<file path="src/rtl/lfsr5_pkg.sv">
// Shared types, constants and the next-word function for the 5-bit status LFSR checker.
package lfsr5_pkg;

  localparam int unsigned LFSR_W = 5;
  localparam logic [LFSR_W-1:0] LOCKUP = 5'b11111;
  localparam logic [LFSR_W-1:0] SEED   = 5'b00001;

  typedef enum logic [1:0] {
    SEARCH = 2'd0,
    VERIFY = 2'd1,
    LOCKED = 2'd2
  } chk_state_e;

  // XNOR feedback of bits 4 and 2, shifted in at bit 0
  function automatic logic [LFSR_W-1:0] next_word(input logic [LFSR_W-1:0] w);
    return {w[3:0], ~(w[4] ^ w[2])};
  endfunction

endpackage

</file>
<file path="src/rtl/lfsr5_predict.sv">
// Prediction register: reseeds from a sampled word or advances along the sequence.
module lfsr5_predict
  import lfsr5_pkg::*;
(
  input  logic              clk,
  input  logic              rst,
  input  logic              seed_en_i,
  input  logic              adv_en_i,
  input  logic [LFSR_W-1:0] word_i,
  output logic [LFSR_W-1:0] predict_o
);

  logic [LFSR_W-1:0] predict_q;
  logic [LFSR_W-1:0] predict_d;

  always_comb begin
    predict_d = predict_q;
    if (seed_en_i) begin
      predict_d = next_word(word_i);
    end else if (adv_en_i) begin
      predict_d = next_word(predict_q);
    end
  end

  always_ff @(posedge clk) begin
    if (rst) begin
      predict_q <= '0;
    end else begin
      predict_q <= predict_d;
    end
  end

  assign predict_o = predict_q;

endmodule

</file>
<file path="config.mk">
export PLATFORM = sky130hd
export DESIGN_NAME = lfsr5_predict
export DESIGN_NICKNAME = d
export VERILOG_FILES = /design/src/rtl/lfsr5_pkg.sv /design/src/rtl/lfsr5_predict.sv
export SDC_FILE = /design/constraint.sdc
export NUM_CORES = 1
export LEC_CHECK = 0
export BUFFER_PORTS_ARGS = -buffer_cell sky130_fd_sc_hd__buf_2
export CORE_AREA = 5 5 42 44
export CTS_BUF_LIST = sky130_fd_sc_hd__clkbuf_2
export DETAILED_ROUTE_END_ITERATION = 12
export DIE_AREA = 0 0 47 49
export HOLD_SLACK_MARGIN = 0.06
export PLACE_DENSITY = 0.49
export SYNTH_ARGS = -nofsm -noshare
export SYNTH_HDL_FRONTEND = slang
export SYNTH_SLANG_ARGS = --single-unit
</file>
<file path="constraint.sdc">
create_clock -name clk -period 1.1 [get_ports clk]
set_input_delay 0.165 -clock clk [delete_from_list [all_inputs] [get_ports clk]]
set_output_delay 0.165 -clock clk [all_outputs]
set_load 0.05 [all_outputs]
</file>
# --- After elaboration in Yosys (flattened, before gate mapping) ---
# Cells that the tools add are included.
totals:
  out_inout_bits: 5
  in_bits: 9
  latchBits: 0
  elab_cells: 8
  mem_count: 0
  ramBits: 0
  rom_bits: 0
  reg_bits: 5
op_classes:
  n_reduce_logical: 1
  multipliers: 0
  n_addsub: 0
  n_bitwise: 4
  order_cmp: 0
  div: 0
  n_eq_ne: 0
  n_shift: 0
  muxes: 2
ops:
  columns: ["op", "n"]
  rows:
  - ["$mux W5", 2]
  - ["$not A1 Y1", 2]
  - ["$reduce_bool A2 Y1", 1]
  - ["$xor A1 B1 Y1", 2]

# --- Longest topological paths before layout ---
depth:
  word_depth: 4
  ltp_mapped: 3
  mapped_depth_nobuf: 3

# --- Worst setup path after synthesis ---
# No wires, ideal clock.
synth_path:
  kind: "reg2reg"
  from: "register predict_q[2], in the netlist predict_o[2]"
  to: "register predict_q[0], in the netlist predict_o[0]"
  slack_ps: -140
  period_less_slack_ps: 1240
  setup_time_ps: 103
  path_stages_with_launch: 4
  t_required_ps: 997
  arrival_time_ps: 1137
  n_path_buf: 0
  cell_sequence: "dfxtp_1 xnor2_1 nor3b_1 a2111oi_2"
synth_via:
  elab_chain_cells: 4
synth_rtl:
  columns: ["element", "line", "text"]
  rows:
  - ["start, declared", "lfsr5_predict.sv:13", "logic [LFSR_W-1:0] predict_q;"]
  - ["start signal, assigned", "lfsr5_predict.sv:29", "predict_q <= predict_d;"]
  - ["$xor A1 B1 Y1", "lfsr5_pkg.sv:16", "return {w[3:0], ~(w[4] ^ w[2])};"]
  - ["$not A1 Y1", "lfsr5_pkg.sv:16", null]
  - ["$mux W5", "lfsr5_predict.sv:20", "end else if (adv_en_i) begin"]
  - ["$mux W5", "lfsr5_predict.sv:18", "if (seed_en_i) begin"]
# No other way between the ends. The select of a mux whose other input is x is not followed.
# A chain may end at the register's enable or synchronous reset.

# --- Final worst setup path ---
layout_path:
  from: "register predict_q[2], in the netlist predict_o[2]"
  to: "output port predict_o[2]"
layout_lines:
  columns: ["element", "line", "text"]
  rows:
  - ["end, declared", "lfsr5_predict.sv:10", "output logic [LFSR_W-1:0] predict_o"]
# No word-level cell between the ends.

==> metrics <==
initial antenna violation count=0; pwr dens=1440 nW/um^2; first-pass GRT wire length=about 830 microns; Largest register FFs=5; post-CTS setup buffers=0; drt total wl=about 600 microns; antenna-violating nets left=0; M1 wire length=roughly 230 microns; FF+latch count, synth=5; Max Used Layer=met4; Final TNS setup=0 ns; routed vias/inst=between 3 and 4; largest area contributor in the netlist=dfxtp_1; power consumption=0.510 mW; CTS H-tree lvls=1; crit-path cells=buf_2; IO buf count=13; CTS max path bufs=2; largest family of logic cells by synthesized area=multiplexers; P_leak=about 0.18 nW; Setup CP Type=flip-flop to primary output; Worst EP required=around 0.94 ns; P&R area growth vs syn=38.0%; Met3 Wirelength=approximately 22 microns; Final setup viols=0; Avg Cell Area, Syn=11.2 sq um; GRT Total Usage=under 10%; vias in the first global route=210; Multi-input gate area=~150 sq um; clock root buffer master=clkbuf_2; share of cells above drive strength 1=approximately 64%; drt first pass iters=1; gp weighted congestion=0.663; Vias=between 200 and 250; Congestion Overflow GR=0; Max VDD drop=between 500 and 600 uV; Slew headroom=between 80% and 90%; CTS tree=done; # nets final=49; status=finished clean; top-level port count=14; adder-cell share of the synthesized area=0%; mux share of post-synthesis cell area=around a third; CORE AREA=between 1000 and 1500 sq um; Peak Freq=between 1000 and 1500 MHz; final instance area=between 300 and 400 sq um; Post-Synth Simple-Gate Area=between 10% and 20%; Yosys top cell area share=39.0%; clock slew at reported path FFs=around 0.060 ns; Min-Delay Path Class=input port to flip-flop; cell area after placement=about 330 sq um; initial core utilization=between 10% and 20%; Die Ht=between 40 and 50 microns; Clock Skews=about 0.0036 ns; RSZ-0062 raised after global routing=false; max cap viols=0; floorplan row count=14; Final Hold Fails=0; Fill cells=between 150 and 200; Arrival @ worst endpoint=between 0.8 and 0.9 ns; Mapped Area=approximately 260 sq um; period utilization=roughly 91%; Net Count, Synth=32; Tightest Pin Transition=0.250 ns; compound-cell area share of the yosys netlist=about 5.9%; DR WL met2=331 microns; Residual DRC=0; Synth Area in XOR/XNOR=a little under 7%; Worst-Skew Late Latency=roughly 0.22 ns; crit start category=flip-flop; die area=about 2300 sq um; CP Capture Type=primary output; Distinct cells, synth=10; Synth Instances=23; Tmin final=about 1.0 ns; slowest stage delay, CP=between 0.3 and 0.4 ns; cts repair resizes=0; top cell family by delay on the critical path=flip-flops; Die Wd=47 microns; Max Slew Vio Count=0; worst-path fanout max=4; wire length per cell=10.9 microns; synth top area cells=dfxtp_1 39%, mux2_2 18%, mux2i_1 16%; CTS Sinks=5; CTS buffer count=3; Synthesis Warnings=0; Post-CTS Hold Buffers=0; slowest CP cell=dfxtp_2; CP bufs+invs=1; largest net degree at the start of global routing=8; dpl hpwl=between 400 and 500 microns; FF/Latch Area=104 sq um; Antenna Cells=0; Detailed Route Iter0 Violations=0; sequential area share after synthesis=between 30% and 40%
==> worst register-to-register path, cell delays in order, from the launching register on <==
cell and delay, ns:
dfxtp_2 0.33, xnor2_1 0.16, nor3b_1 0.08, a2111oi_2 0.26
==> cell families (layout without fill, tap and decap cells) <==
group | Yosys count | in the layout
mux | 8 | 8
flops | 5 | 5
xor+xnor | 2 | 2
buf+inv | 1 | 17
compound gates | 1 | 1
simple gates | 6 | 6
==> final cells by class <==
type,instances,share of cell area (%)
Clock buffer,4,5.65
Multi-Input combinational cell,17,41.0
Sequential cell,5,29.3
Tap cell,16,5.65
Timing Repair Buffer,13,18.4
==> metrics by stage <==
step | util [%] | setup WS [ns] | hold WS, ns | std cells
after floorplan | - | 0.0375 | 0.226 | 23
after global placement | 23.8 | 0.134 | 0.402 | 51
after detailed placement | 23.8 | 0.125 | 0.408 | 51
after CTS | 25.3 | 0.0754 | 0.159 | 55
after global routing | 25.3 | 0.0524 | 0.179 | 55
final | 25.3 | 0.101 | 0.169 | 55
==> layer usage <==
| layer | vias up | global-route usage (%) |
|---|---|---|
| met1 | 96 | 4.19 |
| met2 | 5 | 9.28 |
| met5 | - | 0 |
| met3 | 2 | 2.21 |
| met4 | 0 | 5.53 |
| li1 | 112 | - |
==> Yosys cell counts <==
| library cell | number |
|---|---|
| mux2i_1 | 4 |
| mux2_2 | 4 |
| nor2_1 | 4 |
| nor3_1 | 1 |
| nor3b_1 | 1 |
| a2111oi_2 | 1 |
| xor2_1 | 1 |
| dfxtp_1 | 5 |
| xnor2_1 | 1 |
| buf_6 | 1 |
==> worst paths after layout <==
kind	start	to	slack [ns]	cells past startpoint
setup reg to reg	predict_o[2]	predict_o[0]	0.18	3
hold / removal	rst	predict_o[0]	0.17	2
hold reg to reg	predict_o[0]	predict_o[1]	0.63	3
setup / recovery	predict_o[2]	predict_o[2]	0.10	1
==> where the power goes <==
group | switching, mW | internal, mW | total (mW) | leakage [nW]
Sequential | 0.00955 | 0.196 | 0.206 | 0.0423
Clock | 0.0787 | 0.0963 | 0.175 | 0.0166
Combinational | 0.0803 | 0.0483 | 0.129 | 0.117
==> layout by cell type (no fill, tap or decap), drive strengths merged <==
cell type	count
nor3b	1
buf	13
a2111oi	1
xnor2	1
clkbuf	4
xor2	1
mux2	4
dfxtp	5
nor3	1
nor2	4
mux2i	4
Power figures use the tool's default switching activity.
